<file path="src/rtl/decoder_pkg.sv">
// ---------------------------------------------------------------------------
// decoder_pkg
//   Shared widths and opcode names for the registered 4-to-14 instruction
//   decoder. Opcodes 0..13 each own one control line. Opcodes from
//   OP_ILLEGAL_MIN upward are unassigned.
// ---------------------------------------------------------------------------
package decoder_pkg;

    localparam int OPCODE_W = 4;
    localparam int CTRL_W   = 14;

    localparam logic [OPCODE_W-1:0] OP_0  = 4'd0;
    localparam logic [OPCODE_W-1:0] OP_1  = 4'd1;
    localparam logic [OPCODE_W-1:0] OP_2  = 4'd2;
    localparam logic [OPCODE_W-1:0] OP_3  = 4'd3;
    localparam logic [OPCODE_W-1:0] OP_4  = 4'd4;
    localparam logic [OPCODE_W-1:0] OP_5  = 4'd5;
    localparam logic [OPCODE_W-1:0] OP_6  = 4'd6;
    localparam logic [OPCODE_W-1:0] OP_7  = 4'd7;
    localparam logic [OPCODE_W-1:0] OP_8  = 4'd8;
    localparam logic [OPCODE_W-1:0] OP_9  = 4'd9;
    localparam logic [OPCODE_W-1:0] OP_10 = 4'd10;
    localparam logic [OPCODE_W-1:0] OP_11 = 4'd11;
    localparam logic [OPCODE_W-1:0] OP_12 = 4'd12;
    localparam logic [OPCODE_W-1:0] OP_13 = 4'd13;

    // First opcode with no control line; equals the number of assigned lines.
    localparam int OP_ILLEGAL_MIN = 14;

    // Opcode recognised by each control line, indexed by line number.
    localparam logic [OPCODE_W-1:0] OP_CODES [CTRL_W] = '{
        OP_0, OP_1, OP_2,  OP_3,  OP_4,  OP_5,  OP_6,
        OP_7, OP_8, OP_9, OP_10, OP_11, OP_12, OP_13
    };

endpackage : decoder_pkg

</file>
<file path="src/rtl/dec_dff.sv">
// ---------------------------------------------------------------------------
// dec_dff
//   Single-bit D flip-flop with synchronous active-high reset to 0.
//   Ports:
//     clk  in   rising-edge clock
//     rst  in   synchronous reset, active-high, clears q
//     d    in   next-state data
//     q    out  registered data
// ---------------------------------------------------------------------------
module dec_dff (
    input  logic clk,
    input  logic rst,
    input  logic d,
    output logic q
);

    logic q_reg;

    always_ff @(posedge clk) begin
        if (rst) begin
            q_reg <= 1'b0;
        end else begin
            q_reg <= d;
        end
    end

    assign q = q_reg;

endmodule : dec_dff

</file>
<file path="src/rtl/instruction_decoder_gate_level.sv">
// ---------------------------------------------------------------------------
// instruction_decoder_gate_level
//   Registered 4-to-14 instruction decoder built from NOT/AND gate
//   primitives feeding a bank of dec_dff flops. Opcodes 0..13 assert exactly
//   one bit of F one cycle later; opcodes 14 and 15 assert none.
//   Ports:
//     clk      in   rising-edge clock
//     rst      in   synchronous reset, active-high, clears all outputs
//     OpCode   in   [3:0]  opcode sampled every rising edge
//     F        out  [13:0] one-hot (or all-zero) registered control lines
//     Illegal  out  registered flag for opcodes 14/15 (only when the macro
//                   DECODER_ILLEGAL_FLAG_EN is defined)
// ---------------------------------------------------------------------------
module instruction_decoder_gate_level
    import decoder_pkg::*;
(
    input  logic                clk,
    input  logic                rst,
    input  logic [OPCODE_W-1:0] OpCode,
    output logic [CTRL_W-1:0]   F
`ifdef DECODER_ILLEGAL_FLAG_EN
    ,
    output logic                Illegal
`endif
);

    logic [OPCODE_W-1:0] op_n;
    logic [CTRL_W-1:0]   dn;

    genvar gi;
    genvar gj;

    // Inverted opcode rails.
    generate
        for (gi = 0; gi < OPCODE_W; gi++) begin : g_inv
            not u_not (op_n[gi], OpCode[gi]);
        end
    endgenerate

    // One 4-input AND per assigned opcode. Each input is the true or the
    // inverted rail, chosen at elaboration time from the line's opcode bits,
    // so the selection below is pure wiring, not a mux.
    generate
        for (gi = 0; gi < OP_ILLEGAL_MIN; gi++) begin : g_line
            localparam logic [OPCODE_W-1:0] CODE = OP_CODES[gi];
            logic [OPCODE_W-1:0] lit;

            for (gj = 0; gj < OPCODE_W; gj++) begin : g_lit
                if (CODE[gj]) begin : g_true
                    assign lit[gj] = OpCode[gj];
                end else begin : g_inv_sel
                    assign lit[gj] = op_n[gj];
                end
            end

            and u_and (dn[gi], lit[3], lit[2], lit[1], lit[0]);

            dec_dff u_ff (
                .clk (clk),
                .rst (rst),
                .d   (dn[gi]),
                .q   (F[gi])
            );
        end
    endgenerate

`ifdef DECODER_ILLEGAL_FLAG_EN
    // Opcodes 14 and 15 share the prefix 3'b111, so bit 0 is don't-care.
    logic illegal_d;

    and u_and_illegal (illegal_d, OpCode[3], OpCode[2], OpCode[1]);

    dec_dff u_ff_illegal (
        .clk (clk),
        .rst (rst),
        .d   (illegal_d),
        .q   (Illegal)
    );
`endif

endmodule : instruction_decoder_gate_level

</file>
<file path="config.mk">
export PLATFORM = sky130hd
export DESIGN_NAME = instruction_decoder_gate_level
export DESIGN_NICKNAME = d
export VERILOG_FILES = /design/src/rtl/decoder_pkg.sv /design/src/rtl/dec_dff.sv /design/src/rtl/instruction_decoder_gate_level.sv
export SDC_FILE = /design/constraint.sdc
export NUM_CORES = 1
export LEC_CHECK = 0
export ABC_AREA = 1
export CORE_MARGIN = 10
export CORE_UTILIZATION = 35
export DETAILED_ROUTE_END_ITERATION = 10
export HOLD_SLACK_MARGIN = 0.1
export PLACE_DENSITY = 0.68
export SYNTH_ARGS = -nofsm -noshare
export SYNTH_HDL_FRONTEND = slang
export SYNTH_SLANG_ARGS = --single-unit
</file>
<file path="constraint.sdc">
create_clock -name clk -period 0.8 [get_ports clk]
set_input_delay 0.24 -clock clk [delete_from_list [all_inputs] [get_ports clk]]
set_output_delay 0.24 -clock clk [all_outputs]
set_load 0.005 [all_outputs]
</file>
Word-level counts from Yosys, hierarchy flattened
Index checks and enable logic that the tools add are counted.
Storage, ports and cells
  word-level logic and storage cells: 32
  output and inout port bits: 14
  flip-flop bits (word level): 14
  bits of input ports: 6
Operators by class
  bitwise operators: 4
  reductions and logical operators: 14
Operator list (count)
  AND reduction 4 bit: 14
  inverter 1 bit: 4

Depth between registers and ports, before layout
Gate-level depths: netlist of run 1.
  depth after elaboration: 2
  mapped depth: 3
  mapped depth without buffers: 3

By module
A second synthesis of run 1 with hierarchy kept.
Second synthesis, totals
  cell total of the unflattened synthesis: 68
  area, all modules: 518.0 µm²
Modules (own cells, without submodules)
  dec_dff: area each 30.0 µm², cells an instance 3, times used 14, sequential area each 20.0 µm²
  instruction_decoder_gate_level: area each 97.6 µm², cells an instance 26, times used 1, sequential area each 0.0 µm²

Least setup slack after synthesis of run 1
Ideal clock, no wire load.
  path type: reg2out
  start point: register g_line[0].u_ff.q_reg
  end point: output F[0]
  path buffers: 1
  data arrival time: 0.393 ns
  required time: 0.560 ns
  setup slack: 0.167 ns
  cell stages (with the launch flop): 2
  path through: dfxtp_1 buf_4
RTL lines
  start: declaration: line dec_dff.sv:17  | logic q_reg;
  start signal: assignment: line dec_dff.sv:21  | q_reg <= 1'b0;
  start signal: assignment: line dec_dff.sv:23  | q_reg <= d;
  end: declaration: line instruction_decoder_gate_level.sv:20  | output logic [CTRL_W-1:0] F
No word-level cell between the ends.

Worst setup path in the final report of run 1
  start point: register g_line[7].u_ff.q_reg
  end point: output F[7]
RTL lines (line)
  start: declaration: dec_dff.sv:17
  start signal: assignment: dec_dff.sv:21
  start signal: assignment: dec_dff.sv:23
No word-level cell between the ends.

==> results of run 1 <==
## cells by family (layout without fill, tap and decap cells)
group,after synthesis,count (layout),share of synthesized area (%)
buffers and inverters,18,27,24.4
flip-flops,14,14,57.0
AND/OR/NAND/NOR,23,23,18.6
## layer usage
metal,vias up,GRT usage [%],wire length [um]
met5,-,0,0
met2,15,8.90,423
met3,5,1.77,66
li1,168,-,-
met4,0,8.05,48
met1,144,5.05,337
## stage by stage
stage | total power, W | setup WS, ns | TNS [ns] | util (%)
floorplan | 0.000773 | 0.167 | 0 | -
global placement | 0.000816 | -0.321 | -7.39 | 45.2
detailed placement | 0.000818 | -0.331 | -7.60 | 45.2
CTS | 0.00129 | -0.157 | -1.99 | 45.0
global route | 0.00134 | -0.174 | -2.34 | 49.0
finish | 0.00129 | -0.145 | -1.91 | 49.0
## cell type report
type	count	area, sq um
fill	131	672
sequential	14	292
timing repair buffer	19	168
multi-input combinational	23	116
clock buffer	4	36.3
tap	15	18.8
inverter	4	15.0
## Yosys cell counts
library cell	instances
nand2_1	6
nand3_1	2
inv_1	4
dfxtp_1	14
nor2_1	14
buf_4	14
nor2_2	1
## worst max path at each step
| stage | from | to | slack (ns) | cells after the start |
|---|---|---|---|---|
| 5_1_grt | g_line[7].u_ff.q | F[7] | -0.17 | 1 |
| 6_report | g_line[7].u_ff.q | F[7] | -0.15 | 1 |
| 3_5_place_dp | rst | g_line[5].u_ff.q | -0.33 | 4 |
| 2_1_floorplan | g_line[0].u_ff.q | F[0] | 0.17 | 1 |
| 3_3_place_gp | rst | g_line[9].u_ff.q | -0.32 | 4 |
| 4_1_cts | g_line[10].u_ff.q | F[10] | -0.16 | 1 |
## power by group
group          switching [W]   total, W  leakage (nW)  internal [W]
clock               0.000210   0.000487        0.0210      0.000277
combinational      0.0000486  0.0000894         0.176     0.0000408
sequential        0.00000400   0.000713         0.118      0.000709
## layout by cell type, fill, tap and decap left out, drive strengths merged
master and count:
nor2 15, inv 4, dlymetal6s2s 1, nand3 2
clkbuf 4, dlygate4sd2 4, nand2 6, buf 14
dfxtp 14
## repair_timing
action,in CTS,in global routing
gates resized for setup,71,15
setup endpoints to repair,28,22
pin swaps,0,1
cloned,0,0
setup buffers,0,0
==> flow_summary.ini, run 1 <==
[run_status]
status = complete, but fails checks
violations = setup timing

[logic_synthesis]
yosysWarnings = 0
ys_ff_latch = 14
synth_cells = 55
synthesis.area_sq_um = 492
yosysTopAreaCell = dfxtp_1
synth.distinct_cells = 7
avgSynthCellArea_sq_um = 8.94
synth.net_count = 61
synth_area_leaders = dfxtp_1 57%, buf_4 21%, nor2_1 11%
seq_area_frac_synth_pct = 57.0
yosysTopAreaCellShare_pct = 57.0

[sta]
setup_viol = 14
tightestPinTransition_ns = 0.160
hold_viol_final = 0
whs_ns = 0.298
fmax_ghz = 1.06
maxSlewHeadroom_pct = 89.4
finalCritPeriodShare_pct = 118
fin_crit_ns = 0.945
maxSlewViolCount = 0
rsz0062_at_grt = true
worst_slack_ns = -0.145

[final_layout]
final_cell_area_sq_um = 646
largest_reg_flops = 14
syn_to_final_growth_pct = 31.3
layout-drive-gt1-share_pct = 56.3
final_cells = 79
diodes = 0
nets = 71

[critical_path]
critPathTopFamily = flip-flops
cp_cell_sequence = buf_2
critPathBufInv = 1
critical_path_class = reg2out
worstPathMaxFanout = 1
cp-start-kind = flip-flop
cpPeakStageDelay_ns = 0.32
arrival_ns = 0.71
critPathCaptureType = output pin
required_ns = 0.56
cpMaxStageDelayCell = dfxtp_2

[global_route]
grt_max_degree = 9
grt_pass1_wl_mm = 1.43
grt.overflow.total = 0
first_global_vias = 342
antenna_found_initial = 0
grt_util_all_layers_pct = 5.75

[min_path]
worstHoldStart = rst
hold_class = in2reg
holdPathEnd = g_line[4].u_ff.q
min_path_cells = 4

[detailed_routing]
wl_per_cell_um = 11.1
drt-initial-drc-count = 3
ant_nets = 0
vias = 332
vias_per_cell = 4.20
drc = 0
routed_wl_um = 876
dr.pass1.iters = 4

[pwr]
p_per_area_nw_per_um2 = 2000
ir_worst_vdd_mv = 0.971
leakage_nw = 0.315

[cts]
htree_levels = 1
cts_inserted_buffers = 3
cts_num_sinks = 14
cts.path.max_buffers = 2
root_buffer = clkbuf_4
clkSlewWorstSetupHoldPaths_ns = 0.08
cts_tree = yes
hold_buffers = 0

[floorplan]
dieArea_sq_um = 3300
start_util_pct = 37.3
die_w_um = 57.5
num_rows = 13
num_io_pins = 20
die_h_um = 57.5
core_sq_um = 1320

[placed_design]
numPlacedInstances = 75
finalWeightedCongestion = 0.783
placed_area_sq_um = 596
io_buffers = 19

[flow_run]
maxCapViolCount = 0
No activity file was read; power rests on OpenSTA's default activity.
==> inputs of run 2 (changes only) <==
--- a/config.mk
+++ b/config.mk
@@ -7,10 +7,11 @@
 export LEC_CHECK = 0
 export ABC_AREA = 1
 export CORE_MARGIN = 10
-export CORE_UTILIZATION = 35
+export CORE_UTILIZATION = 30
 export DETAILED_ROUTE_END_ITERATION = 10
 export HOLD_SLACK_MARGIN = 0.1
-export PLACE_DENSITY = 0.68
+export PLACE_DENSITY = 0.59
+export SKIP_LAST_GASP = 1
 export SYNTH_ARGS = -nofsm -noshare
 export SYNTH_HDL_FRONTEND = slang
 export SYNTH_SLANG_ARGS = --single-unit
==> run 2 against run 1 <==
Net effect: the flow still finishes with violations (setup timing); via count up 0.90%; global-route usage grew 0.18 points; count of clock-buffer cells in the layout decreased by 1; critical path type unchanged; critical endpoint is now F[13]; largest cell class unchanged.
==> flow_summary.ini, run 2 (synthesis results as in run 1) <==
[run_status]
status = complete, but fails checks
violations = setup timing

[final_layout]
mostFrequentLayoutCells = 12 x nor2_1, 11 x dfxtp_1, 11 x buf_2, 5 x nand2_2
largest_reg_flops = 14
fillers = 170
diodes = 0
layout_commonest_cell = nor2_1
nets = 71
final_cell_area_sq_um = 596
layout-drive-gt1-share_pct = 47.6
syn_to_final_growth_pct = 21.1
final_cells = 79

[critical_path]
critical_path_class = reg2out
critPathCaptureType = output pin
required_ns = 0.56
path_depth = 1
critPathLaunch = g_line[13].u_ff.q
cpMaxStageDelayCell = dfxtp_2
endpoint = F[13]
critPathBufInv = 1
cpPeakStageDelay_ns = 0.33
cp-start-kind = flip-flop
cp_cell_sequence = buf_6
critPathTopFamily = flip-flops
worstPathMaxFanout = 1
arrival_ns = 0.71

[sta]
fin_crit_ns = 0.947
setup_viol = 14
hold_viol_final = 0
tightestPinTransition_ns = 0.153
worst_slack_ns = -0.147
maxSlewHeadroom_pct = 89.8
rsz0062_at_grt = true
maxSlewViolCount = 0
finalCritPeriodShare_pct = 118
fmax_ghz = 1.06
fin_tns_setup_ns = -1.77

[pwr]
pwr-share-clk_pct = 31.9
power_frac_comb_pct = 7.5
total_power_w = 0.00117
leakage_nw = 0.307
p_seq_share_pct = 60.6
p_switching_w = 0.000254
swShare_pct = 21.6
p_int_w = 0.000920
p_per_area_nw_per_um2 = 1970
ir_worst_vdd_mv = 0.782

[flow_run]
maxCapViolCount = 0

[placed_design]
hpwl_um = 716
numPlacedInstances = 76
finalWeightedCongestion = 0.768
io_buffers = 19
placed_area_sq_um = 597

[floorplan]
num_rows = 14
die_h_um = 60.5
dieArea_sq_um = 3660
die_w_um = 60.5
core_sq_um = 1520
num_io_pins = 20
start_util_pct = 32.3

[min_path]
hold_class = in2reg

[global_route]
first_global_vias = 336
grt.overflow.total = 0
grt_pass1_wl_mm = 1.60
grt_util_all_layers_pct = 5.93
antenna_found_initial = 0
grt_max_degree = 8

[detailed_routing]
vias = 335
vias_per_cell = 4.24
ant_nets = 0
dr.pass1.iters = 3
wl_per_cell_um = 12.4
drc = 0
drt-initial-drc-count = 6
routed_wl_um = 983

[cts]
root_buffer = clkbuf_4
htree_levels = 1
clkSlewWorstSetupHoldPaths_ns = 0.08
cts.path.max_buffers = 2
cts_inserted_buffers = 3
cts_tree = yes
hold_buffers = 0
cts_num_sinks = 14
-- run 2: cell types whose count changed in the layout (fill, tap and decap cells not counted), moves of 5 or more --
| cell | change |
|---|---|
| buf_2 | +5 |
| buf_6 | -5 |
| dfxtp_1 | +6 |
| dfxtp_2 | -6 |
-- run 2: layout make-up --
cell class / instances / area, sq um / share of cell area (%)
sequential: 14 / 284 / 47.7
timing repair buffer: 19 / 140 / 23.5
multi-input combinational: 23 / 114 / 19.1
clock buffer: 3 / 22.5 / 3.78
tap: 16 / 20.0 / 3.36
inverter: 4 / 15.0 / 2.52
-- run 2: through the flow --
| stage | utilization [%] | setup slack (ns) | hold slack [ns] |
|---|---|---|---|
| after global routing | 39.1 | -0.176 | 0.314 |
| final | 39.1 | -0.147 | 0.309 |
| after CTS | 36.8 | -0.146 | 0.400 |
| after detailed placement | 39.2 | -0.329 | 0.881 |
| after global placement | 39.2 | -0.319 | 0.887 |
| after floorplan | - | 0.167 | 0.384 |
-- run 2: power by group through the flow --
| stage | sequential, W | clock (W) | combinational, W |
|---|---|---|---|
| floorplan | 0.000727 | 0 | 0.0000461 |
| global placement | 0.000727 | 0 | 0.0000902 |
| detailed placement | 0.000727 | 0 | 0.0000910 |
| CTS | 0.000710 | 0.000384 | 0.0000824 |
| global route | 0.000712 | 0.000434 | 0.0000999 |
| finish | 0.000711 | 0.000374 | 0.0000881 |
-- run 2: worst min path at each step --
stage,start,to,slack (ns),cells past startpoint
4_1_cts,OpCode[2],g_line[12].u_ff.q,0.40,3
5_1_grt,OpCode[1],g_line[6].u_ff.q,0.31,3
3_3_place_gp,OpCode[2],g_line[13].u_ff.q,0.89,3
2_1_floorplan,OpCode[2],g_line[12].u_ff.q,0.38,2
3_5_place_dp,OpCode[2],g_line[13].u_ff.q,0.88,3
6_report,OpCode[1],g_line[2].u_ff.q,0.31,3
-- run 2: what timing repair did --
item | 4_1_cts | 5_1_grt
buffers inserted | 0 | 0
gates resized for setup | 64 | 12
endpoints found under the setup margin | 28 | 28
pin swaps | 0 | 3
-- run 2: per-layer routing --
metal	global-route usage, %	share of wire, %
met3	3.34	13
met4	5.64	2.5
met1	5.80	36
met2	8.68	48
met5	0	0
==> variant 1, RTL diff (config.mk and constraints of run 2) <==
Build with the macro `DECODER_ILLEGAL_FLAG_EN` defined.
--- a/src/rtl/instruction_decoder_gate_level.sv
+++ b/src/rtl/instruction_decoder_gate_level.sv
@@ -13,2 +13,4 @@
 // ---------------------------------------------------------------------------
+`define DECODER_ILLEGAL_FLAG_EN
+
 module instruction_decoder_gate_level
Behaviour (old outputs only; new: Illegal): unchanged (Yosys induction, for registers that start in step).
==> variant 1 against run 2 <==
- the flow still finishes with violations (negative setup slack)
- first-iteration DRC count down 33%
- sequential cell count rose by 1
- via count is 3.9% higher
- power rose by 8.1%
- global-route usage decreased by 0.91 points
- synthesized area is 6.6% higher
- worst setup slack better by 6.6 ps
- routed wire length rose by 5.6%
- final cell count rose by 7.6%
- design area up 9.5%
- sequential power grew 7.3%
- critical path type unchanged
- largest cell class unchanged
- largest power group unchanged
- highest routed layer unchanged
==> variant 1: results (changes against run 2) <==
<table>
<tr><th>Metric</th><th>Value</th></tr>
<tr><th colspan="2">Timing</th></tr>
<tr><td>Final setup margin</td><td>-141 ps (+6.57 ps)</td></tr>
<tr><td>Setup violators final</td><td>15 (+1)</td></tr>
<tr><td>Transition time at the pin with the least slew margin</td><td>199 ps (+46.1 ps)</td></tr>
<tr><td>Setup TNS</td><td>-1930 ps (-159 ps)</td></tr>
<tr><th colspan="2">Placed design</th></tr>
<tr><td>Placed wire-length estimate</td><td>756 um (+5.6%)</td></tr>
<tr><td>Dpl cells</td><td>81 (+6.6%)</td></tr>
<tr><td>Post-Place Setup Slack</td><td>-332 ps (-3.30 ps)</td></tr>
<tr><th colspan="2">Outcome</th></tr>
<tr><td>Run status</td><td>finished with violations</td></tr>
<tr><td>Failing checks</td><td>negative setup slack</td></tr>
<tr><th colspan="2">Global routing</th></tr>
<tr><td>Number of global-route vias before repair</td><td>331 (-1.5%)</td></tr>
<tr><td>Met3 track utilization from global routing</td><td>2.24% (-1.1 points)</td></tr>
<tr><td>Overall fraction of global-route tracks in use</td><td>5.02% (-0.91 points)</td></tr>
<tr><th colspan="2">Clock tree</th></tr>
<tr><td>Number of gates resized after CTS</td><td>72 (+13%)</td></tr>
<tr><th colspan="2">Finish</th></tr>
<tr><td>Share of final layout cell area taken by non-clock buffers</td><td>23.2% (-0.30 points)</td></tr>
<tr><td>Post-route design area</td><td>652 um^2 (+9.5%)</td></tr>
<tr><td>Number of fill cells</td><td>168 (-1.2%)</td></tr>
<tr><td>Multi-input gate area</td><td>128 um^2 (+12%)</td></tr>
<tr><td>Fraction of final layout cells sized beyond drive strength 1</td><td>48.5% (+0.91 points)</td></tr>
<tr><td>Multi-input gates</td><td>24 (+4.3%)</td></tr>
<tr><th colspan="2">Logic synthesis</th></tr>
<tr><td>Most numerous cell types in the synthesized netlist</td><td>15 x sky130_fd_sc_hd__dfxtp_1, 15 x sky130_fd_sc_hd__nor2_1, 14 x sky130_fd_sc_hd__buf_4, 5 x sky130_fd_sc_hd__inv_1, 5 x sky130_fd_sc_hd__nand2_1</td></tr>
<tr><td>Cell types with the largest area share after synthesis</td><td>sky130_fd_sc_hd__dfxtp_1 57%, sky130_fd_sc_hd__buf_4 20%, sky130_fd_sc_hd__nor2_1 11%</td></tr>
<tr><td>Synth unique cells</td><td>8 (+1)</td></tr>
<tr><td>Total standard cell area after synthesis</td><td>524 um^2 (+6.6%)</td></tr>
<tr><td>Mapped Avg Cell Area</td><td>9.04 um^2 (+1.1%)</td></tr>
<tr><td>Synth Register Bits</td><td>15 (+1)</td></tr>
<tr><th colspan="2">Route</th></tr>
<tr><td>First drt pass iteration count</td><td>2 (-1)</td></tr>
<tr><td>Mean routed wirelength per cell</td><td>12.2 um (-1.9%)</td></tr>
<tr><th colspan="2">Power</th></tr>
<tr><td>Static leakage</td><td>0.329 nW (+7.5%)</td></tr>
</table>
[variant 1: cell types whose count changed in the layout (fill, tap and decap cells not counted), sizes merged]
cell | run 2 | this run
buf | 14 | 15
clkbuf | 3 | 4
dfxtp | 14 | 15
inv | 4 | 5
nand2 | 6 | 5
nand3 | 2 | 3
nor3 | 0 | 1
[variant 1: cells by family after synthesis]
group,synth area share [%]
AND/OR/NAND/NOR,19.1
buffers and inverters,23.6
flip-flops,57.3
[variant 1: path summary, 6_finish.rpt]
kind	from	depth (start not counted)	endpoint
setup / recovery	u_ff_illegal.q	1	Illegal
hold / removal	rst	2	u_ff_illegal.q
[variant 1: routing by layer]
metal / vias to the layer above / part of all wire (%)
li1: 182 / -
met1: 151 / 39
met2: 13 / 47
met3: 2 / 11
met4: 0 / 2.0
met5: - / 0
[variant 1: report_power, final]
group	internal, mW	total (mW)	switching [mW]
sequential	0.760	0.763	0.00347
combinational	0.0420	0.100	0.0584
clock	0.193	0.405	0.212
total	0.994	1.27	0.274
==> variant 2, RTL diff (config.mk and constraints of run 2) <==
Made on the original files. Reset style: asynchronous (`rst`), changed in one clocked block. Comments in the files are not updated.
--- a/src/rtl/dec_dff.sv
+++ b/src/rtl/dec_dff.sv
@@ -18,3 +18,3 @@
 
-    always_ff @(posedge clk) begin
+    always_ff @(posedge clk or posedge rst) begin
         if (rst) begin
Formal check against the unedited RTL: differs if rst is asserted again (counterexample within 4 cycles, from zero or initial values and one cycle with rst high); with rst held inactive, the same outputs for 10 cycles.
==> variant 2 against run 2 <==
- worst setup slack got worse by 85 ps
- power increased by 15%
- count of clock-buffer cells in the layout increased by 1
- the run still ends with negative setup slack left
- sequential share of layout area increased by 3.6 points
- final cell count increased by 14%
- maximum frequency decreased by 8.2%
- global-route usage decreased by 0.15 points
- sequential cell count unchanged
- synthesized cell count unchanged
- design area increased by 15%
- routed wire length increased by 4.3%
- synthesized area increased by 13%
- combinational power increased by 37%
- largest power group unchanged
==> variant 2: results (changes against run 2) <==
<table>
<tr><th>Metric</th><th>Value</th></tr>
<tr><th colspan="2">Outcome</th></tr>
<tr><td>Run status</td><td>finished with violations</td></tr>
<tr><td>Failing checks</td><td>negative setup slack</td></tr>
<tr><th colspan="2">Critical path</th></tr>
<tr><td>Worst setup path startpoint</td><td>g_line[8].u_ff.q</td></tr>
<tr><td>Data arrival time of the critical path</td><td>790 ps (+80 ps)</td></tr>
<tr><td>Longest individual stage delay on the worst path</td><td>380 ps (+50 ps)</td></tr>
<tr><td>Highest-delay cell along the critical path</td><td>sky130_fd_sc_hd__dfrtp_1</td></tr>
<tr><th colspan="2">Global routing</th></tr>
<tr><td>GRT met2 Usage</td><td>8.50% (-0.17 points)</td></tr>
<tr><td>Wire length of the first global-routing pass</td><td>1700 um (+6.1%)</td></tr>
<tr><td>Met3 track utilization from global routing</td><td>1.24% (-2.1 points)</td></tr>
<tr><td>Maximum number of pins on one net before global-route repair</td><td>15 (+7)</td></tr>
<tr><td>Number of global-route vias before repair</td><td>354 (+5.4%)</td></tr>
<tr><th colspan="2">Route</th></tr>
<tr><td>Length of routed met3 wiring</td><td>33 um (-75%)</td></tr>
<tr><td>Total number of vias</td><td>345 (+3.0%)</td></tr>
<tr><td>Metal2 WL</td><td>522 um (+11%)</td></tr>
<tr><td>Mean routed wirelength per cell</td><td>11.4 um (-8.5%)</td></tr>
<tr><td>Post-route met1 wirelength</td><td>422 um (+19%)</td></tr>
<tr><td>Initial drt markers</td><td>2 (-4)</td></tr>
<tr><th colspan="2">Placed design</th></tr>
<tr><td>Post-Place Setup Slack</td><td>-345 ps (-16.5 ps)</td></tr>
<tr><td>Routability congestion estimate</td><td>0.716 (-6.7%)</td></tr>
<tr><td>Placed wire-length estimate</td><td>791 um (+11%)</td></tr>
<tr><td>Dpl cells</td><td>86 (+13%)</td></tr>
<tr><th colspan="2">Timing</th></tr>
<tr><td>Post-Route Hold Slack</td><td>248 ps (-60.8 ps)</td></tr>
<tr><td>Transition time at the pin with the least slew margin</td><td>153 ps (+0.637 ps)</td></tr>
<tr><td>Setup TNS</td><td>-2870 ps (-1100 ps)</td></tr>
<tr><td>Setup violators final</td><td>14 (unchanged)</td></tr>
<tr><td>Final setup margin</td><td>-232 ps (-84.7 ps)</td></tr>
<tr><th colspan="2">Logic synthesis</th></tr>
<tr><td>Post-synth top flop</td><td>sky130_fd_sc_hd__dfrtp_1</td></tr>
<tr><td>Synth unique cells</td><td>5 (-2)</td></tr>
<tr><th colspan="2">Power</th></tr>
<tr><td>Static leakage</td><td>0.412 nW (+34%)</td></tr>
<tr><td>Switching power as a share of total power</td><td>22.1% (+0.53 points)</td></tr>
<tr><th colspan="2">Finish</th></tr>
<tr><td>Number of fill cells</td><td>182 (+7.1%)</td></tr>
<tr><td>Fraction of final layout cells sized beyond drive strength 1</td><td>41.5% (-6.1 points)</td></tr>
</table>
[variant 2: final cells by class]
class	instances	area share, %
repair buffers	20	21.4
multi-input cells	22	14.7
clock buffers	4	5.31
inverters	5	2.75
well taps	25	4.58
flip-flops and latches	14	51.3
[variant 2: power groups by stage]
| stage | logic [mW] | registers, mW | clock network (mW) |
|---|---|---|---|
| after floorplan | 0.0700 | 0.742 | 0 |
| after global placement | 0.133 | 0.743 | 0 |
| after detailed placement | 0.134 | 0.744 | 0 |
| after CTS | 0.123 | 0.729 | 0.522 |
| after global routing | 0.136 | 0.731 | 0.559 |
| final | 0.121 | 0.728 | 0.505 |
[variant 2: logic make-up (layout without fill, tap and decap cells)]
logic type | after synthesis | count (layout)
AND/OR/NAND/NOR | 22 | 22
buffers and inverters | 19 | 29
flip-flops | 14 | 14
[variant 2: repair_timing]
action / in CTS / in global routing
cloned: 0 / 0
resized for setup: 62 / 6
buffers inserted: 0 / 0
setup endpoints to repair: 23 / 27
pin swaps: 0 / 3
